File: config.mk
export PLATFORM = sky130hd
export DESIGN_NAME = mem_port_arbiter_flat
export DESIGN_NICKNAME = d
export VERILOG_FILES = /design/src/rtl/mem_arb_pkg.sv /design/src/rtl/mem_port_arbiter_if.sv /design/src/rtl/mem_arb_grant.sv /design/src/rtl/mem_port_arbiter.sv /design/src/flat_wrapper.sv
export SDC_FILE = /design/constraint.sdc
export NUM_CORES = 1
export LEC_CHECK = 0
export BUFFER_PORTS_ARGS = -buffer_cell sky130_fd_sc_hd__buf_4
export CAP_MARGIN = 20
export CORE_AREA = 4 4 115 117
export CTS_BUF_LIST = sky130_fd_sc_hd__clkbuf_2
export CTS_CLUSTER_SIZE = 28
export DETAILED_ROUTE_END_ITERATION = 12
export DIE_AREA = 0 0 119 121
export SYNTH_ARGS = -nofsm -noshare
export SYNTH_HDL_FRONTEND = slang
export SYNTH_SLANG_ARGS = --single-unit
File: constraint.sdc
create_clock -name clk -period 1.5 [get_ports clk]
set_clock_uncertainty 0.15 [all_clocks]
set_input_delay 0.3 -clock clk [delete_from_list [all_inputs] [get_ports clk]]
set_output_delay 0.3 -clock clk [all_outputs]
set_load 0.1 [all_outputs]
File: src/rtl/mem_arb_pkg.sv
// Shared types and widths for the main-memory port arbiter.
package mem_arb_pkg;

  localparam int MEM_DATA_W = 32;
  localparam int MEM_MASK_W = 4;

  typedef enum logic [1:0] {
    OWN_NONE = 2'd0,
    OWN_M0   = 2'd1,
    OWN_M1   = 2'd2
  } owner_e;

endpackage

File: src/rtl/mem_port_arbiter_if.sv
// Request/response port of one bus master towards the memory arbiter.
// Request fields are held stable from valid until ready.
interface mem_port_arbiter_if;
  import mem_arb_pkg::*;

  logic                  valid;
  logic                  write;
  logic [MEM_MASK_W-1:0] wmask;
  logic [MEM_DATA_W-1:0] wdata;
  logic                  wgrubby;
  logic [31:0]           addr;
  logic                  ready;
  logic                  rvalid;
  logic [MEM_DATA_W-1:0] rdata;
  logic                  rgrubby;

  modport master (
    output valid, write, wmask, wdata, wgrubby, addr,
    input  ready, rvalid, rdata, rgrubby
  );

  modport slave (
    input  valid, write, wmask, wdata, wgrubby, addr,
    output ready, rvalid, rdata, rgrubby
  );

endinterface

File: src/rtl/mem_arb_grant.sv
// Grant decision for the two memory masters.
// Build option ARB_ROUND_ROBIN_EN: alternate on conflicts instead of
// m0 priority with the m1 starvation boost.
module mem_arb_grant
  import mem_arb_pkg::*;
#(
  parameter int MAX_WAIT = 8
) (
  input  logic clk,
  input  logic rst,
  input  logic v0,
  input  logic v1,
  output logic gnt0,
  output logic gnt1
);

`ifdef ARB_ROUND_ROBIN_EN

  owner_e last_grant;

  // Conflicts go to whichever master did not win the previous accept.
  always_comb begin
    gnt0 = 1'b0;
    gnt1 = 1'b0;
    if (!rst) begin
      if (v1 && (!v0 || last_grant == OWN_M0)) gnt1 = 1'b1;
      else if (v0)                             gnt0 = 1'b1;
    end
  end

  // Remember the winner of every accept.
  always_ff @(posedge clk) begin
    if (rst)       last_grant <= OWN_M0;
    else if (gnt1) last_grant <= OWN_M1;
    else if (gnt0) last_grant <= OWN_M0;
  end

`else

  localparam int CNT_W = (MAX_WAIT > 0) ? $clog2(MAX_WAIT + 1) : 1;
  localparam logic [CNT_W-1:0] CNT_MAX = CNT_W'(MAX_WAIT);

  logic [CNT_W-1:0] wait_cnt;
  logic             boost;

  // m0 wins conflicts unless the m1 boost is armed.
  always_comb begin
    gnt0 = 1'b0;
    gnt1 = 1'b0;
    if (!rst) begin
      if (v1 && (!v0 || boost)) gnt1 = 1'b1;
      else if (v0)              gnt0 = 1'b1;
    end
  end

  // Count m1 refusals; a refusal that finds the count saturated arms the
  // boost so m1 takes the next conflict. MAX_WAIT=0 never arms it.
  always_ff @(posedge clk) begin
    if (rst || !v1 || gnt1) begin
      wait_cnt <= '0;
      boost    <= 1'b0;
    end else begin
      if (wait_cnt != CNT_MAX) wait_cnt <= wait_cnt + 1'b1;
      boost <= (MAX_WAIT > 0) && (wait_cnt == CNT_MAX);
    end
  end

`endif

endmodule

File: src/rtl/mem_port_arbiter.sv
// Two-master arbiter in front of the single-port main-memory BRAM.
// Same-cycle grant, request mux to memory, one-cycle read return routed
// back to the master that issued the read.
// Build option ARB_ROUND_ROBIN_EN selects round-robin conflict resolution.
//
// rd_own    | meaning
// OWN_NONE  | no read returning this cycle
// OWN_M0    | mem_rdata belongs to m0's read from the previous cycle
// OWN_M1    | mem_rdata belongs to m1's read from the previous cycle
module mem_port_arbiter
  import mem_arb_pkg::*;
#(
  parameter int ADDR_WIDTH = 14,
  parameter int MAX_WAIT   = 8
) (
  input  logic                  clk,
  input  logic                  rst,
  mem_port_arbiter_if.slave     m0,
  mem_port_arbiter_if.slave     m1,
  output logic                  mem_write,
  output logic [MEM_MASK_W-1:0] mem_wmask,
  output logic [MEM_DATA_W-1:0] mem_wdata,
  output logic                  mem_wgrubby,
  output logic [ADDR_WIDTH-1:0] mem_addr,
  input  logic [MEM_DATA_W-1:0] mem_rdata,
  input  logic                  mem_rgrubby
);

  logic   gnt0;
  logic   gnt1;
  owner_e rd_own;

  // Bits outside the 64 KiB word window are ignored by design.
  logic unused_addr;
  assign unused_addr = ^{m0.addr[31:ADDR_WIDTH+2], m0.addr[1:0],
                         m1.addr[31:ADDR_WIDTH+2], m1.addr[1:0]};

  mem_arb_grant #(
    .MAX_WAIT (MAX_WAIT)
  ) u_grant (
    .clk  (clk),
    .rst  (rst),
    .v0   (m0.valid),
    .v1   (m1.valid),
    .gnt0 (gnt0),
    .gnt1 (gnt1)
  );

  // Grants already include valid, so ready doubles as accept.
  always_comb begin
    m0.ready = gnt0;
    m1.ready = gnt1;
  end

  // Drive the accepted request to memory; idle bus otherwise.
  always_comb begin
    mem_write   = 1'b0;
    mem_wmask   = '0;
    mem_wdata   = '0;
    mem_wgrubby = 1'b0;
    mem_addr    = '0;
    if (gnt0) begin
      mem_write   = m0.write;
      mem_wmask   = m0.wmask;
      mem_wdata   = m0.wdata;
      mem_wgrubby = m0.wgrubby;
      mem_addr    = m0.addr[ADDR_WIDTH+1:2];
    end else if (gnt1) begin
      mem_write   = m1.write;
      mem_wmask   = m1.wmask;
      mem_wdata   = m1.wdata;
      mem_wgrubby = m1.wgrubby;
      mem_addr    = m1.addr[ADDR_WIDTH+1:2];
    end
  end

  // Track which master owns the read data arriving next cycle.
  always_ff @(posedge clk) begin
    if (rst)                    rd_own <= OWN_NONE;
    else if (gnt0 && !m0.write) rd_own <= OWN_M0;
    else if (gnt1 && !m1.write) rd_own <= OWN_M1;
    else                        rd_own <= OWN_NONE;
  end

  // Route returning data to its owner; reset discards an in-flight read.
  always_comb begin
    m0.rvalid  = !rst && (rd_own == OWN_M0);
    m1.rvalid  = !rst && (rd_own == OWN_M1);
    m0.rdata   = m0.rvalid ? mem_rdata   : '0;
    m0.rgrubby = m0.rvalid ? mem_rgrubby : 1'b0;
    m1.rdata   = m1.rvalid ? mem_rdata   : '0;
    m1.rgrubby = m1.rvalid ? mem_rgrubby : 1'b0;
  end

endmodule

File: src/flat_wrapper.sv
// flat-port wrapper written by rule: the top's interface ports become plain ports
module mem_port_arbiter_flat import mem_arb_pkg::*;
#(
  parameter int ADDR_WIDTH = 14,
  parameter int MAX_WAIT   = 8
)
  (clk, rst, mem_write, mem_wmask, mem_wdata, mem_wgrubby, mem_addr, mem_rdata, mem_rgrubby, m0_valid, m0_write, m0_wmask, m0_wdata, m0_wgrubby, m0_addr, m0_ready, m0_rvalid, m0_rdata, m0_rgrubby, m1_valid, m1_write, m1_wmask, m1_wdata, m1_wgrubby, m1_addr, m1_ready, m1_rvalid, m1_rdata, m1_rgrubby);
  mem_port_arbiter_if m0_i ();
  mem_port_arbiter_if m1_i ();
  input  logic clk;
  input  logic rst;
  output logic mem_write;
  output logic [MEM_MASK_W-1:0] mem_wmask;
  output logic [MEM_DATA_W-1:0] mem_wdata;
  output logic mem_wgrubby;
  output logic [ADDR_WIDTH-1:0] mem_addr;
  input  logic [MEM_DATA_W-1:0] mem_rdata;
  input  logic mem_rgrubby;
  input wire logic [$bits(m0_i.valid)-1:0] m0_valid;
  input wire logic [$bits(m0_i.write)-1:0] m0_write;
  input wire logic [$bits(m0_i.wmask)-1:0] m0_wmask;
  input wire logic [$bits(m0_i.wdata)-1:0] m0_wdata;
  input wire logic [$bits(m0_i.wgrubby)-1:0] m0_wgrubby;
  input wire logic [$bits(m0_i.addr)-1:0] m0_addr;
  output wire logic [$bits(m0_i.ready)-1:0] m0_ready;
  output wire logic [$bits(m0_i.rvalid)-1:0] m0_rvalid;
  output wire logic [$bits(m0_i.rdata)-1:0] m0_rdata;
  output wire logic [$bits(m0_i.rgrubby)-1:0] m0_rgrubby;
  input wire logic [$bits(m1_i.valid)-1:0] m1_valid;
  input wire logic [$bits(m1_i.write)-1:0] m1_write;
  input wire logic [$bits(m1_i.wmask)-1:0] m1_wmask;
  input wire logic [$bits(m1_i.wdata)-1:0] m1_wdata;
  input wire logic [$bits(m1_i.wgrubby)-1:0] m1_wgrubby;
  input wire logic [$bits(m1_i.addr)-1:0] m1_addr;
  output wire logic [$bits(m1_i.ready)-1:0] m1_ready;
  output wire logic [$bits(m1_i.rvalid)-1:0] m1_rvalid;
  output wire logic [$bits(m1_i.rdata)-1:0] m1_rdata;
  output wire logic [$bits(m1_i.rgrubby)-1:0] m1_rgrubby;
  assign m0_i.valid = m0_valid;
  assign m0_i.write = m0_write;
  assign m0_i.wmask = m0_wmask;
  assign m0_i.wdata = m0_wdata;
  assign m0_i.wgrubby = m0_wgrubby;
  assign m0_i.addr = m0_addr;
  assign m0_ready = m0_i.ready;
  assign m0_rvalid = m0_i.rvalid;
  assign m0_rdata = m0_i.rdata;
  assign m0_rgrubby = m0_i.rgrubby;
  assign m1_i.valid = m1_valid;
  assign m1_i.write = m1_write;
  assign m1_i.wmask = m1_wmask;
  assign m1_i.wdata = m1_wdata;
  assign m1_i.wgrubby = m1_wgrubby;
  assign m1_i.addr = m1_addr;
  assign m1_ready = m1_i.ready;
  assign m1_rvalid = m1_i.rvalid;
  assign m1_rdata = m1_i.rdata;
  assign m1_rgrubby = m1_i.rgrubby;
  mem_port_arbiter #(.ADDR_WIDTH(ADDR_WIDTH), .MAX_WAIT(MAX_WAIT)) u_core (.clk(clk), .rst(rst), .m0(m0_i), .m1(m1_i), .mem_write(mem_write), .mem_wmask(mem_wmask), .mem_wdata(mem_wdata), .mem_wgrubby(mem_wgrubby), .mem_addr(mem_addr), .mem_rdata(mem_rdata), .mem_rgrubby(mem_rgrubby));
endmodule
=== After elaboration in Yosys (flattened, before gate mapping) ===
Cells that the tools add are included.

* $add $sub $neg: 1
* Eq/ne operators: 4
* Multiplexer cells: 21
* Reduce and logical (&&, ||, !) cells: 14

{| class="wikitable"
|+ Operator list
! cell !! number
|-
| 32-bit two-way mux || 4
|-
| 14-bit two-way mux || 2
|-
| 1-bit two-way mux || 12
|-
| 4-bit two-way mux || 2
|-
| 1-bit logical AND || 5
|-
| 1-bit zero test || 5
|-
| 4-bit by 1-bit adder with 4-bit output (second input constant) || 1
|-
| 4-bit == test (second input constant) || 1
|-
| 4-bit inequality test (second input constant) || 1
|-
| 1-bit logical OR || 3
|-
| 2-bit by 1-bit == test with 1-bit output (second input constant) || 1
|-
| 2-bit == test (second input constant) || 1
|-
| 2-bit two-way mux || 1
|-
| 2-bit OR reduction || 1
|}

* Flip-flop bits (word level): 7
* Output and inout port bits: 122
* Logic and storage cells: 44

=== Longest topological paths before layout ===
* Depth in word-level cells: 8
* Gate-level depth with buffers: 5

=== Modules after synthesis ===
From an unflattened synthesis, not the netlist that was laid out.

* Cells, all modules: 175
* Area, all modules: 1388.8 µm²

{| class="wikitable"
|+ By module, submodules not included
! module !! times used !! cells each !! area an instance (µm²) !! seq. area each (µm²)
|-
| mem_port_arbiter || 1 || 148 || 1121.1 || 40.0
|-
| mem_arb_grant || 1 || 27 || 267.8 || 100.1
|}

=== Worst setup path before layout ===
No wires, ideal clock.

* Path type: register -> output
* Start: register u_core.rd_own[0]
* End: output port m0_rdata[15]
* Data arrival time: 2459 ps
* Path slack: -1409 ps
* Stages on the path, launching flop included: 4
* Path buffers: 1
* Cells stage by stage: dfxtp_1 nor3b_2 clkbuf_1 and2_1

* Word-level cells in the longest chain between the ends: 3

{| class="wikitable"
|+ RTL lines
! element !! RTL line !! text
|-
| start, declared || mem_port_arbiter.sv:31 || <nowiki>owner_e rd_own;</nowiki>
|-
| start signal, assigned || mem_port_arbiter.sv:79 || <nowiki>if (rst) rd_own <= OWN_NONE;</nowiki>
|-
| start signal, assigned || mem_port_arbiter.sv:80 || <nowiki>else if (gnt0 && !m0.write) rd_own <= OWN_M0;</nowiki>
|-
| start signal, assigned || mem_port_arbiter.sv:81 || <nowiki>else if (gnt1 && !m1.write) rd_own <= OWN_M1;</nowiki>
|-
| 2-bit by 1-bit == test with 1-bit output || mem_port_arbiter.sv:87 || <nowiki>m0.rvalid = !rst && (rd_own == OWN_M0);</nowiki>
|-
| 1-bit logical AND || mem_port_arbiter.sv:87 ||
|-
| via m0_rvalid || flat_wrapper.sv:26 || <nowiki>output wire logic [$bits(m0_i.rvalid)-1:0] m0_rvalid;</nowiki>
|-
| 32-bit two-way mux || mem_port_arbiter.sv:89 || <nowiki>m0.rdata = m0.rvalid ? mem_rdata : '0;</nowiki>
|-
| end, declared || flat_wrapper.sv:27 || <nowiki>output wire logic [$bits(m0_i.rdata)-1:0] m0_rdata;</nowiki>
|}

The timed path passes the listed nets, and every way through them passes these cells.

=== Final worst setup path ===
* Start: register u_core.u_grant.boost
* End: output port mem_addr[7]

* Word-level cells in the longest chain between the ends: 6

{| class="wikitable"
|+ RTL lines
! element !! RTL line !! text
|-
| start, declared || mem_arb_grant.sv:44 || <nowiki>logic boost;</nowiki>
|-
| start signal, assigned || mem_arb_grant.sv:64 || <nowiki>boost <= (MAX_WAIT > 0) && (wait_cnt == CNT_MAX);</nowiki>
|-
| 1-bit logical OR * || mem_arb_grant.sv:51 || <nowiki>if (v1 && (!v0 || boost)) gnt1 = 1'b1;</nowiki>
|-
| 1-bit logical AND * || mem_arb_grant.sv:51 ||
|-
| 1-bit two-way mux || mem_arb_grant.sv:51 ||
|-
| 1-bit two-way mux || mem_arb_grant.sv:50 || <nowiki>if (!rst) begin</nowiki>
|-
| 14-bit two-way mux || mem_port_arbiter.sv:68 || <nowiki>end else if (gnt1) begin</nowiki>
|-
| 14-bit two-way mux * || mem_port_arbiter.sv:62 || <nowiki>if (gnt0) begin</nowiki>
|-
| end, declared || flat_wrapper.sv:16 || <nowiki>output logic [ADDR_WIDTH-1:0] mem_addr;</nowiki>
|}

Every way passes the cells marked *; elsewhere a longest branch is shown, timed or not.

==> out/results.txt <==
status = complete, but fails checks
violated checks = setup timing
Final Hold Viols = 0
final slew viol count = 0
crit path launch = u_core.u_grant.boost
CTS Sinks = 7
setup-violating endpoint count in the final report = 122
Max Buffers Root-to-Sink = 2
number of synthesized flops with an enable pin = 0
chip width = 119 µm
Synth async-reset ratio = 0%
Post-Syn Area = 1310 µm²
r2r setup slk = 170 ps
# Max-Cap Violations = 0
synthesis-to-finish area growth = 366.8%
crit start category = flop
CP arrival = 1550 ps
worst min path class = input pin to flop
Simple-Gate Fraction of Synth Area = 39.45%
IO Count = 299
Fill cells = 1,009
drt pass-1 iters = 4
top cell type's share of synthesized area = 34.77%
core footprint = 12,360 µm²
Reg2Reg Launch Point = u_core.u_grant.wait_cnt[0]
initial antenna violation count = 1
CTS H-tree depth = 1
Worst-Margin Slew = 224.5 ps
Mapped Cells = 168
Nets = 628
die height = 121 µm
# DRC = 0
post-route ant nets = 0
pwr/cell area = 397.2 nW/µm²
termination of the worst setup path = mem_addr[7]
mux cell area share after synthesis = 0.7641%
clock latency on the worst-skew pair = 230 ps
CP max FO = 10
Yosys cell types = 21
hold_ws = 87.62 ps
DIE AREA = 14,400 µm²
initial cell density of the core = 10.60%
crit end category = output port
Most used DFF post-synth = dfxtp_1
commonest cells in the netlist = and2_1 (66), a22o_1 (52), dfxtp_1 (7)
share of post-route cells with drive strength above 1 = 94.42%
required time worst endpoint = 1050 ps
Net Count, Synth = 347
Max VDD drop = 0.0002472 V
Routed WL = 11,320 µm
cell with the most instances after synthesis = and2_1
worst setup margin = -497.2 ps
largest net degree at the start of global routing = 24
Static Leak = 2.843 nW
reg2reg path depth = 5
Post-Synth XOR/XNOR Area = 1.337%
vias in the first global route = 2,968
Tcrit/Tclk final = 133.1%
average instance area after synthesis = 7.798 µm²
# hold bufs at CTS = 0
Final Util = 49.46%
Root Buffer = clkbuf_2
dpl hpwl = 7185 µm
Max Freq = 500.7 MHz
first-pass GRT wire length = 16,990 µm
synthesis-stage register bit count = 7
Critical Setup Path Class = flop to output port
Synth Area in Adders = 1.910%
Rel. slew slack = 84.99%
Period minus WS final = 1997 ps
clock-pin transition on the worst setup and hold timing paths = 70 ps
sequential area share after synthesis = 10.70%
Sum Neg Setup Slack = -50,050 ps
area leader, netlist = a22o_1
Routed wire per std cell = 18.23 µm
port buffer count = 262
initial DRC count = 64
worst reg2reg path endpoint = u_core.u_grant.wait_cnt[1]
TritonCTS clock tree = yes
pre-CTS WS = -495.4 ps
unrepaired setup endpoints after global routing = true
aggregate global-route resource usage = 14.81%
CTS buffer count = 3
Via density = 4.114
yosys warns = 0
row cnt = 41
largest cells by area after synthesis = a22o_1 (35%), and2_1 (32%), dfxtp_1 (11%)
vias = 2,555
Placer Congestion = 0.6988
Compound-Gate Fraction of Synth Area = 36.68%
main combinational cell family by area after synthesis = simple AND/OR/NAND/NOR gates
grt ovf = 0
## state kept, by name, indices dropped and copies added (netlist names)
| name | cells |
|---|---|
| u_core.u_grant.wait_cnt | 4 |
| u_core.rd_own | 2 |
| u_core.u_grant.boost | 1 |
## cell usage in the layout, fill, tap and decap left out, drive strengths merged
master / netlist / layout
buf: 11 / 291
and2: 66 / 66
a22o: 52 / 52
dfxtp: 7 / 7
clkbuf: 6 / 6
nor2: 4 / 4
inv: 3 / 3
nand3b: 3 / 3
nor3b: 3 / 3
nor2b: 3 / 3
ha: 2 / 2
diode: 0 / 1
a211oi: 1 / 1
nand2: 1 / 1
nand2b: 1 / 1
a21oi: 1 / 1
mux2i: 1 / 1
xnor2: 1 / 1
nand3: 1 / 1
xor2: 1 / 1
## worst max-delay path: stages, from the launching register on
cell and delay (ps):
dfxtp_4 370, a211oi_4 280, buf_12 190, clkbuf_16 180
a22o_4 130, buf_12 160
## cells by family after synthesis
family                     after synthesis
xor gates and xnor gates                 2
DFF                                      7
muxes                                    1
buffers and inverters                   20
adders and majority gates                2
and+or+nand+nor                         82
AOI/OAI and AO/OA                       54
## report_power, final
group | internal [W] | total, W | switching (W)
sequential | 0.000188 | 0.000191 | 0.00000333
combinational | 0.000917 | 0.00210 | 0.00118
clock | 0.0000709 | 0.000140 | 0.0000689
total | 0.00118 | 0.00243 | 0.00125
## worst min-delay path by stage
stage	end	slack, ps	depth (start not counted)	from
2_1_floorplan	u_core.rd_own[0]	210	1	m0_write
3_3_place_gp	u_core.rd_own[1]	320	2	m1_write
3_5_place_dp	u_core.rd_own[1]	320	2	m1_write
4_1_cts	u_core.rd_own[1]	70	2	m1_write
5_1_grt	u_core.rd_own[1]	60	2	m1_write
6_report	u_core.rd_own[1]	90	2	m1_write
## routing by layer
metal  routed length [µm]  vias up  share of wire, %  track usage, %
met3                 1122        6               9.9           4.336
met2                 6035      186                53           28.22
met5                    0        -                 0               0
met1                 4064     1198                36           16.20
li1                     -     1165                 -               -
met4                   99        0              0.87           2.969
## through the flow
step	cells	power, W	instance area (µm²)
global placement	599	0.001854	4200
global route	621	0.002509	6115
finish	621	0.002429	6115
CTS	624	0.002434	6221
detailed placement	599	0.001866	4200
floorplan	168	0.001340	2051
## cell type report
class	instances	area, µm²	share of cell area [%]
timing repair buffer	293	4031	65.93
multi-input combinational	141	1688	27.60
tap	172	215.2	3.520
sequential	7	146.4	2.394
clock buffer	4	20.02	0.3274
inverter	3	11.26	0.1842
antenna	1	2.502	0.04092
## what timing repair did
| item | 4_1_cts | 5_1_grt |
|---|---|---|
| buffers inserted | 11 | 2 |
| resized for setup | 386 | 10 |
| pin swaps | 15 | 18 |
| cloned | 10 | 3 |
| endpoints found under the setup margin | 122 | 122 |
No activity file was read; power rests on OpenSTA's default activity.
